--- config.mk ---
export PLATFORM = sky130hd
export DESIGN_NAME = dvp_pixel_transmitter
export DESIGN_NICKNAME = d
export VERILOG_FILES = /design/src/rtl/dvp_pkg.sv /design/src/rtl/dvp_tx_timing_gen.sv /design/src/rtl/dvp_pixel_transmitter.sv
export SDC_FILE = /design/constraint.sdc
export NUM_CORES = 1
export LEC_CHECK = 0
export ABC_AREA = 1
export CAP_MARGIN = 20
export CORE_MARGIN = 4
export CORE_UTILIZATION = 39
export CTS_CLUSTER_DIAMETER = 80
export DETAILED_ROUTE_END_ITERATION = 8
export GPL_TIMING_DRIVEN = 0
export PLACE_DENSITY = 0.64
export SLEW_MARGIN = 20
export SYNTH_ARGS = -nofsm -noshare
export SYNTH_HDL_FRONTEND = slang
export SYNTH_SLANG_ARGS = --single-unit
export TNS_END_PERCENT = 30
--- constraint.sdc ---
create_clock -name clk_i -period 5.8 [get_ports clk_i]
set_clock_uncertainty 0.15 [all_clocks]
set_input_delay 1.16 -clock clk_i [delete_from_list [all_inputs] [get_ports clk_i]]
set_output_delay 1.16 -clock clk_i [all_outputs]
set_load 0.03 [all_outputs]
--- src/rtl/dvp_pkg.sv ---
// dvp_pkg: FSM states, counter widths and RGB565 colour bars shared by the DVP transmitter.
package dvp_pkg;
  typedef enum logic [2:0] {IDLE, VSYNC, VBP, ACTIVE, HBLANK, VFP} state_t;
  localparam int BYTE_CW = 17;
  localparam int LINE_CW = 16;
  localparam int CNT_W = BYTE_CW + 1;
  // White, yellow, cyan, green, magenta, red, blue, black.
  function automatic logic [15:0] bar_rgb(input logic [2:0] i);
    case (i)
      3'd0: return 16'hFFFF;
      3'd1: return 16'hFFE0;
      3'd2: return 16'h07FF;
      3'd3: return 16'h07E0;
      3'd4: return 16'hF81F;
      3'd5: return 16'hF800;
      3'd6: return 16'h001F;
      default: return 16'h0000;
    endcase
  endfunction
endpackage

--- src/rtl/dvp_tx_timing_gen.sv ---
// dvp_tx_timing_gen: pclk phase, frame FSM and counters producing DVP sync and byte strobes.
// DVP_TX_TEST_PATTERN_EN adds the colour-bar index output.
module dvp_tx_timing_gen
  import dvp_pkg::*;
#(
  parameter int VSYNC_PCLKS  = 16,
  parameter int VBP_LINES    = 2,
  parameter int VFP_LINES    = 2,
  parameter int HBLANK_PCLKS = 32
) (
  input  logic        clk_i,
  input  logic        resetn_i,
  input  logic        enable_i,
  input  logic [15:0] resolution_width_i,
  input  logic [15:0] resolution_depth_i,
  output logic        tick_o,
  output logic        href_o,
  output logic        vsync_o,
  output logic        frame_done_o,
  output logic        frame_start_o,
  output logic        load_o,
  output logic        low_o
`ifdef DVP_TX_TEST_PATTERN_EN
  ,
  output logic [2:0]  bar_o
`endif
);
  localparam logic [CNT_W-1:0] VS_LAST = CNT_W'(VSYNC_PCLKS - 1);
  localparam logic [CNT_W-1:0] HB_LAST = CNT_W'(HBLANK_PCLKS - 1);
  localparam logic [LINE_CW-1:0] VBP_LAST = LINE_CW'(VBP_LINES - 1);
  localparam logic [LINE_CW-1:0] VFP_LAST = LINE_CW'(VFP_LINES - 1);
  state_t state;
  logic ph;
  logic [CNT_W-1:0] cnt, lim;
  logic [LINE_CW-1:0] line;
  logic [15:0] width, depth;
  logic [BYTE_CW-1:0] bytes;
  logic go, last, line_done, frame_end, start_line;
  assign bytes = {width, 1'b0};
  // lim is the index of the final tick of the current state (blank lines: 2*width+HBLANK).
  assign lim = state == VSYNC ? VS_LAST : state == HBLANK ? HB_LAST :
               state == ACTIVE ? CNT_W'(bytes) - 1'b1 : CNT_W'(bytes) + HB_LAST;
  assign last = cnt == lim;
  assign go = enable_i && |resolution_width_i && |resolution_depth_i;
  assign line_done = line == depth - 1'b1;
  assign start_line = ph && last && ((state == VSYNC && VBP_LINES == 0) ||
                      (state == VBP && line == VBP_LAST) || (state == HBLANK && !line_done));
  assign frame_end = ph && last && ((state == VFP && line == VFP_LAST) ||
                     (state == HBLANK && line_done && VFP_LINES == 0));
  assign tick_o = ph;
  // load_o/low_o flag the tick whose edge starts an even/odd byte.
  assign load_o = start_line || (ph && state == ACTIVE && cnt[0] && !last);
  assign low_o = ph && state == ACTIVE && !cnt[0];
  assign frame_start_o = (ph && state == IDLE && go) || (frame_end && enable_i);
`ifdef DVP_TX_TEST_PATTERN_EN
  logic [BYTE_CW+1:0] nxt_byte;
  assign nxt_byte = start_line ? '0 : {cnt[BYTE_CW-1:0] + 1'b1, 2'b00};
  assign bar_o = 3'(nxt_byte / (BYTE_CW + 2)'(width));
`endif
  always_ff @(posedge clk_i or negedge resetn_i)
    if (!resetn_i) begin
      ph <= 1'b0;
      state <= IDLE;
      cnt <= '0;
      line <= '0;
      width <= '0;
      depth <= '0;
      href_o <= 1'b0;
      vsync_o <= 1'b0;
      frame_done_o <= 1'b0;
    end else begin
      ph <= ~ph;
      frame_done_o <= frame_end;
      if (ph) begin
        cnt <= (last || state == IDLE) ? '0 : cnt + 1'b1;
        case (state)
          IDLE: if (go) begin
            state <= VSYNC;
            vsync_o <= 1'b1;
            width <= resolution_width_i;
            depth <= resolution_depth_i;
          end
          VSYNC: if (last) begin
            vsync_o <= 1'b0;
            line <= '0;
            state <= VBP_LINES == 0 ? ACTIVE : VBP;
            href_o <= VBP_LINES == 0;
          end
          VBP: if (last) begin
            line <= line == VBP_LAST ? '0 : line + 1'b1;
            if (line == VBP_LAST) begin
              state <= ACTIVE;
              href_o <= 1'b1;
            end
          end
          ACTIVE: if (last) begin
            state <= HBLANK;
            href_o <= 1'b0;
          end
          HBLANK: if (last) begin
            line <= line_done ? '0 : line + 1'b1;
            state <= !line_done ? ACTIVE : VFP_LINES != 0 ? VFP : enable_i ? VSYNC : IDLE;
            href_o <= !line_done;
            vsync_o <= line_done && VFP_LINES == 0 && enable_i;
          end
          VFP: if (last) begin
            line <= line + 1'b1;
            if (line == VFP_LAST) begin
              state <= enable_i ? VSYNC : IDLE;
              vsync_o <= enable_i;
            end
          end
          default: state <= IDLE;
        endcase
      end
    end
endmodule

--- src/rtl/dvp_pixel_transmitter.sv ---
// dvp_pixel_transmitter: regenerates a DVP camera stream from RGB565 FIFO words, high byte first.
// DVP_TX_TEST_PATTERN_EN replaces the FIFO source with an internal 8-bar colour pattern.
module dvp_pixel_transmitter
  import dvp_pkg::*;
#(
  parameter int DATA_WIDTH   = 8,
  parameter int VSYNC_PCLKS  = 16,
  parameter int VBP_LINES    = 2,
  parameter int VFP_LINES    = 2,
  parameter int HBLANK_PCLKS = 32
) (
  input  logic                    clk_i,
  input  logic                    resetn_i,
  input  logic                    enable_i,
  input  logic [15:0]             resolution_width_i,
  input  logic [15:0]             resolution_depth_i,
  input  logic [2*DATA_WIDTH-1:0] pixel_data_i,
  input  logic                    empty_i,
  output logic                    rd_o,
  output logic                    dvp_pclk_o,
  output logic [DATA_WIDTH-1:0]   dvp_data_o,
  output logic                    dvp_href_o,
  output logic                    dvp_vsync_o,
  output logic                    frame_done_o,
  output logic                    underflow_o
);
  logic tick, load, low, frame_start;
  logic [2*DATA_WIDTH-1:0] word, nxt_word;
`ifdef DVP_TX_TEST_PATTERN_EN
  logic [2:0] bar;
  logic unused;
  assign unused = ^{pixel_data_i, empty_i};
  assign nxt_word = (2 * DATA_WIDTH)'(bar_rgb(bar));
  assign rd_o = 1'b0;
`else
  assign nxt_word = empty_i ? '0 : pixel_data_i;
  assign rd_o = load && !empty_i;
`endif
  dvp_tx_timing_gen #(
    .VSYNC_PCLKS (VSYNC_PCLKS),
    .VBP_LINES   (VBP_LINES),
    .VFP_LINES   (VFP_LINES),
    .HBLANK_PCLKS(HBLANK_PCLKS)
  ) u_timing (
    .clk_i             (clk_i),
    .resetn_i          (resetn_i),
    .enable_i          (enable_i),
    .resolution_width_i(resolution_width_i),
    .resolution_depth_i(resolution_depth_i),
    .tick_o            (tick),
    .href_o            (dvp_href_o),
    .vsync_o           (dvp_vsync_o),
    .frame_done_o      (frame_done_o),
    .frame_start_o     (frame_start),
    .load_o            (load),
    .low_o             (low)
`ifdef DVP_TX_TEST_PATTERN_EN
    ,
    .bar_o             (bar)
`endif
  );
  assign dvp_pclk_o = tick;
  always_ff @(posedge clk_i or negedge resetn_i)
    if (!resetn_i) begin
      word <= '0;
      dvp_data_o <= '0;
      underflow_o <= 1'b0;
    end else if (tick) begin
      if (load) word <= nxt_word;
      dvp_data_o <= load ? nxt_word[2*DATA_WIDTH-1:DATA_WIDTH] : low ? word[DATA_WIDTH-1:0] : '0;
`ifndef DVP_TX_TEST_PATTERN_EN
      underflow_o <= !frame_start && (underflow_o || (load && empty_i));
`endif
    end
endmodule
Word-level counts from Yosys, hierarchy flattened --
Cells that the tools add are included.
Cells by class: multiplexer cells 34, bitwise logic cells 1, eq/ne operators 18, $add $sub $neg 5, reductions and logical operators 42
Operators with widths (count):
- $mux W16 | 7
- $mux W18 | 4
- $pmux W16 S4 | 1
- $reduce_or A16 Y1 | 2
- $mux W3 | 9
- $add A17 B5 Y18 const B | 1
- $add A18 B1 Y18 const B | 1
- $eq A18 B18 Y1 | 1
- $logic_and A1 B1 Y1 | 18
- $ne A2 B1 Y1 const B | 9
- $pmux W3 S6 | 1
- $reduce_and A6 Y1 | 3
- $sub A17 B1 Y18 const B | 1
- $add A16 B1 Y16 const B | 1
- $eq A16 B1 Y1 const B | 1
- $eq A16 B16 Y1 | 1
- $mux W8 | 2
- $sub A16 B1 Y16 const B | 1
- $reduce_and A9 Y1 | 1
- $mux W1 | 8
- $eq A3 B2 Y1 const B | 2
- $eq A3 B3 Y1 const B | 2
- $pmux W1 S3 | 2
- $reduce_bool A3 Y1 | 2
- 10 further kinds | 19
Storage, ports and cells: flip-flop bits (word level) 90, input bits 52

Depth between registers and ports, before layout --
depth in word-level cells 11, gate-level depth with buffers 22, depth with buffers taken out 21

Modules after synthesis --
Synthesis repeated with hierarchy kept, for this count alone.
Second synthesis, totals: cells, all modules 832, area, all modules 5953.2 um2
By module, submodules not included:
- dvp_tx_timing_gen | cells an instance 727, sequential area each 1826.8 um2, area an instance 5133.7 um2, instances 1
- dvp_pixel_transmitter | cells an instance 105, sequential area each 425.4 um2, area an instance 819.5 um2, instances 1

Least setup slack after synthesis --
OpenSTA, ideal clock, no wires.
kind register -> output, start point reg u_timing.width[0], end point out rd_o, path slack 1.919 ns, cell stages (with the launch flop) 18, data required time 4.490 ns, arrival 2.571 ns, cell sequence dfrtp_1 > inv_1 > ha_1 > nand2_2 > nor2_4 > nand4_1 > nand3_1 > nand3_1 > nand2_1 > nand2_1 > nor2_1 > nand3_2 > nor2_4 > nand3_2 > nand2_4 > inv_4 > buf_6 > nor2_1
Between the ends: cells in the longest elaborated chain, start to end 9, elaborated cells on any way between the ends 12, those cells by class add/sub (2); eq/ne (1); mux (3); reduce/logical (6)
RTL lines:
- start: declaration | RTL line dvp_tx_timing_gen.sv:36 | logic [15:0] width, depth;
- start signal: assignment | RTL line dvp_tx_timing_gen.sv:80 | width <= resolution_width_i;
- $add A17 B5 Y18 or $sub A17 B1 Y18 (tied branches) | RTL line dvp_tx_timing_gen.sv:42 | state == ACTIVE ? CNT_W'(bytes) - 1'b1 : CNT_W'(bytes) + HB_LAST;
- $mux W18 * | RTL line dvp_tx_timing_gen.sv:42
- $mux W18 * (2 in a row) | RTL line dvp_tx_timing_gen.sv:41 | assign lim = state == VSYNC ? VS_LAST : state == HBLANK ? HB_LAST :
- $eq A18 B18 Y1 * | RTL line dvp_tx_timing_gen.sv:43 | assign last = cnt == lim;
- $logic_and A1 B1 Y1 or $logic_not A1 Y1 (tied branches) | RTL line dvp_tx_timing_gen.sv:46, dvp_tx_timing_gen.sv:52
- $logic_and A1 B1 Y1, on equally long branches | RTL line dvp_tx_timing_gen.sv:46, dvp_tx_timing_gen.sv:52
- $logic_or A1 B1 Y1 * | RTL line dvp_tx_timing_gen.sv:52 | assign load_o = start_line || (ph && state == ACTIVE && cnt[0] && !last);
- $logic_and A1 B1 Y1 * | RTL line dvp_pixel_transmitter.sv:37 | assign rd_o = load && !empty_i;
- end: declaration | RTL line dvp_pixel_transmitter.sv:19 | output logic rd_o,
Mark *: on every way between the ends. The rest lies on a longest branch, timed or not.

Worst setup path after layout --
Ends and elaborated chain as after synthesis.

==> flow_summary.ini <==
[final_layout]
post-route-cell-area_mm2 = 0.00758
design.final.nets = 1062
drive_above_1_share = 0.0733
flow.area_growth_from_synthesis_pct = 19.5
filler_cell_count = 1671
n_antenna_cell = 0

[clock_tree]
cts.htree.levels = 3
clock_latency_ns = 0.35
clk_pin_slew_worst_paths_ns = 0.07
tritoncts_num_sinks = 90
cts_buffers = 9
post-cts-setup-buffer-count = 0
ctsLongestPathBuffers = 2
cts_root_buf = sky130_fd_sc_hd__clkbuf_16
cts_resized = 0
cts_tree = built
cts.hold.buffers_added = 0

[grt]
initial_antenna_violation_count = 0
grt_remaining_overflow = 0
global_route_wire_length_before_repair_um = 29600
groute.usage.overall = 0.202
grt_pass1_vias = 5936
grt_max_degree = 52

[run]
max_cap_violations = 0

[critical_path]
crit_type = register to output port
worst_ep_required_time_ns = 4.49
setup.worst_path.start_class = register
cp_slowest_stage_delay_ns = 0.68
slowest_stage = sky130_fd_sc_hd__clkdlybuf4s50_1
crit_chain = inv_1, ha_1, nand2_2, nor2_4, nand4_1, nand3_1, nand3_1, nand2_1, nand2_1, nor2_1, nand3_2, nor2_4, nand3_2, nand2_4, inv_4, buf_6, nor2_1, clkdlybuf4s50_1
cp_top_family = simple AND/OR/NAND/NOR gates
timing.critical_path.buf_inv = 4
cp-end-kind = output port
critical_path_depth = 18
worstRegToRegCells = 15
critical_path_arrival_ns = 3.96
path_max_fanout = 10

[route]
detailroute.via_count = 6241
final_antenna_net_count = 0
drt-initial-drc-count = 549
wl_per_cell_um = 14.8
detail_route.wirelength_um = 18100
post_drt_via_cell_ratio = 5.09
detail_route.drc_violations = 0
drt-pass1-iter-count = 7

[synthesis]
yosys-top-cells-area = sky130_fd_sc_hd__dfrtp_1 (36%), sky130_fd_sc_hd__nand2_1 (14%), sky130_fd_sc_hd__nand3_1 (8.4%)
synthDominantCellAreaShare = 0.355
synth.yosys.warnings = 0
synth_area_leader_cell = sky130_fd_sc_hd__dfrtp_1
synth-seq-area-share = 0.355
synthesis.area_mm2 = 0.00634
syn-mean-instance-area_um2 = 6.83
postSynthNetCount = 985
synth-seq-cells = 90
synthCells = 928
ys_types = 37

[power_and_ir_drop]
cellPowerDensity_mw_per_mm2 = 424
power.switching_fraction = 0.466
power_frac_clock = 0.179
seq_power_share = 0.310
vdd.ir_drop.worst_mv = 0.217
p_leak_nw = 3.49
p_sw_mw = 1.50
cellInternalPower_mw = 1.71
pwr-share-comb = 0.511

[timing]
setup_repair_after_global_routing_missed_its_margin = false
final_critical_path_setup_slack_ns = 0.533
drv_slew = 0
timing.slew.headroom = 0.350
timing.final.crit_period_ns = 5.27
worst_slew_pin_slew_ns = 0.968
min_period_over_period = 0.908
timing_hold_violations_final = 0
finalSetupViolations = 0
fmaxAchievable_mhz = 190

[floorplanning]
rows = 46
io-pin-count = 66
design.die.area_mm2 = 0.0184
fp.dieW_um = 136
floorplan.core_area_mm2 = 0.0159
initial_core_utilization = 0.399
die_h_um = 136

[outcome]
outcome = finished clean

[worst_hold_path]
hold_path_class = register to register
worstHoldPathCells = 2

[placed_design]
dpl-instance-area_mm2 = 0.00729
dpl_worst_slack_ns = 0.961
dpl.hpwl_um = 14400
gp_congestion = 0.963
io_buffers = 65
==> cells in the final DEF (no fill, tap or decap), types with 6 or more instances in the layout <==
cell	count
sky130_fd_sc_hd__nand2_1	235
sky130_fd_sc_hd__nor2_1	122
sky130_fd_sc_hd__nand3_1	106
sky130_fd_sc_hd__inv_1	97
sky130_fd_sc_hd__dfrtp_1	90
sky130_fd_sc_hd__clkdlybuf4s50_1	64
sky130_fd_sc_hd__a21oi_1	40
sky130_fd_sc_hd__o21ai_0	35
sky130_fd_sc_hd__nand4_1	33
sky130_fd_sc_hd__xor2_1	31
sky130_fd_sc_hd__nor3_1	25
sky130_fd_sc_hd__nor4_1	15
sky130_fd_sc_hd__clkbuf_1	11
sky130_fd_sc_hd__mux2_2	11
sky130_fd_sc_hd__buf_2	9
sky130_fd_sc_hd__clkbuf_16	9
sky130_fd_sc_hd__o21ai_2	8
sky130_fd_sc_hd__o21ai_1	7
sky130_fd_sc_hd__xnor2_1	7
sky130_fd_sc_hd__buf_6	6
==> synth_stat cells, drive strengths merged <==
cell,number
a21oi,40
a31oi,1
buf,18
clkbuf,11
clkinv,1
dfrtp,90
ha,5
inv,103
mux2,11
nand2,241
nand3,109
nand3b,2
nand4,33
nor2,127
nor3,25
nor3b,2
nor4,15
o21ai,50
o21bai,1
o22ai,2
or2,1
xnor2,7
xnor3,2
xor2,31
==> registers in the layout, indices dropped and copies added (netlist names), 3 cells and up <==
register	count
dvp_data_o	8
u_timing.cnt	18
u_timing.state	3
u_timing.line	16
word	8
u_timing.width	16
u_timing.depth	16
==> per-stage QoR <==
step | util | cells | hold WS (ns) | power [mW] | TNS (ns)
global placement | 0.457 | 1209 | 0.317 | 2.60 | -2.81
global route | 0.477 | 1226 | 0.368 | 3.48 | 0
finish | 0.477 | 1226 | 0.335 | 3.21 | 0
floorplan | - | 928 | 0.305 | 2.16 | 0
CTS | 0.477 | 1226 | 0.338 | 3.20 | 0
detailed placement | 0.459 | 1210 | 0.321 | 2.62 | 0
==> cells by family (layout without fill, tap and decap cells) <==
family / after synthesis / count (layout) / synth area share
DFF: 90 / 90 / 0.355
xor gates and xnor gates: 40 / 40 / 0.0596
AOI/OAI and AO/OA: 94 / 94 / 0.0799
and+or+nand+nor: 555 / 555 / 0.388
adders and majority gates: 5 / 5 / 0.00987
muxes: 11 / 11 / 0.0195
buffers and inverters: 133 / 215 / 0.0880
==> metal layers <==
layer  up-vias  global-route usage  routed length [um]
met5         -                   0                   0
met1      2862               0.288                8770
li1       3201                   -                   -
met3        17              0.0319                 938
met2       161               0.319                8190
met4         0              0.0549                 253
==> power groups by stage <==
| stage | clock network [mW] | registers [mW] | logic [mW] |
|---|---|---|---|
| 4_1_cts | 0.586 | 0.991 | 1.63 |
| 2_1_floorplan | 0 | 0.980 | 1.18 |
| 5_1_grt | 0.610 | 1.02 | 1.85 |
| 3_3_place_gp | 0 | 1.00 | 1.60 |
| 6_report | 0.574 | 0.996 | 1.64 |
| 3_5_place_dp | 0 | 1.00 | 1.62 |
==> worst paths after layout <==
kind                                                    start                       endpoint  slack, ns
worst max-delay path            u_timing.width[0]$_DFFE_PN0P_                           rd_o       0.53
worst min-delay path                      word[1]$_DFFE_PN0P_            word[1]$_DFFE_PN0P_       0.33
worst max register to register  u_timing.width[0]$_DFFE_PN0P_   u_timing.line[3]$_DFFE_PN0P_       2.59
worst min register to register            word[1]$_DFFE_PN0P_            word[1]$_DFFE_PN0P_       0.33
max in group asynchronous                            resetn_i   u_timing.cnt[11]$_DFFE_PN0P_       4.34
min in group asynchronous                            resetn_i  u_timing.line[11]$_DFFE_PN0P_       0.56
==> worst register-to-register path: cells and delay by family (launching register included) <==
| family | cells | cell delay [ns] |
|---|---|---|
| compound gates | 1 | 0.24 |
| fa+ha+maj | 1 | 0.24 |
| buf+inv | 2 | 0.44 |
| flops | 1 | 0.45 |
| simple gates | 11 | 1.62 |
==> final cells by class <==
cell class                      instances  area, um^2  share of cell area
Clock buffer                            9         225              0.0297
Inverter                              104         393              0.0519
Timing Repair Buffer                   66         679              0.0897
Tap cell                              216         270              0.0357
Multi-Input combinational cell        705        3530               0.466
Buffer                                 29         165              0.0218
Clock inverter                          7        61.3             0.00809
Sequential cell                        90        2250               0.297
Note: power is estimated with default switching activity, not from simulation.
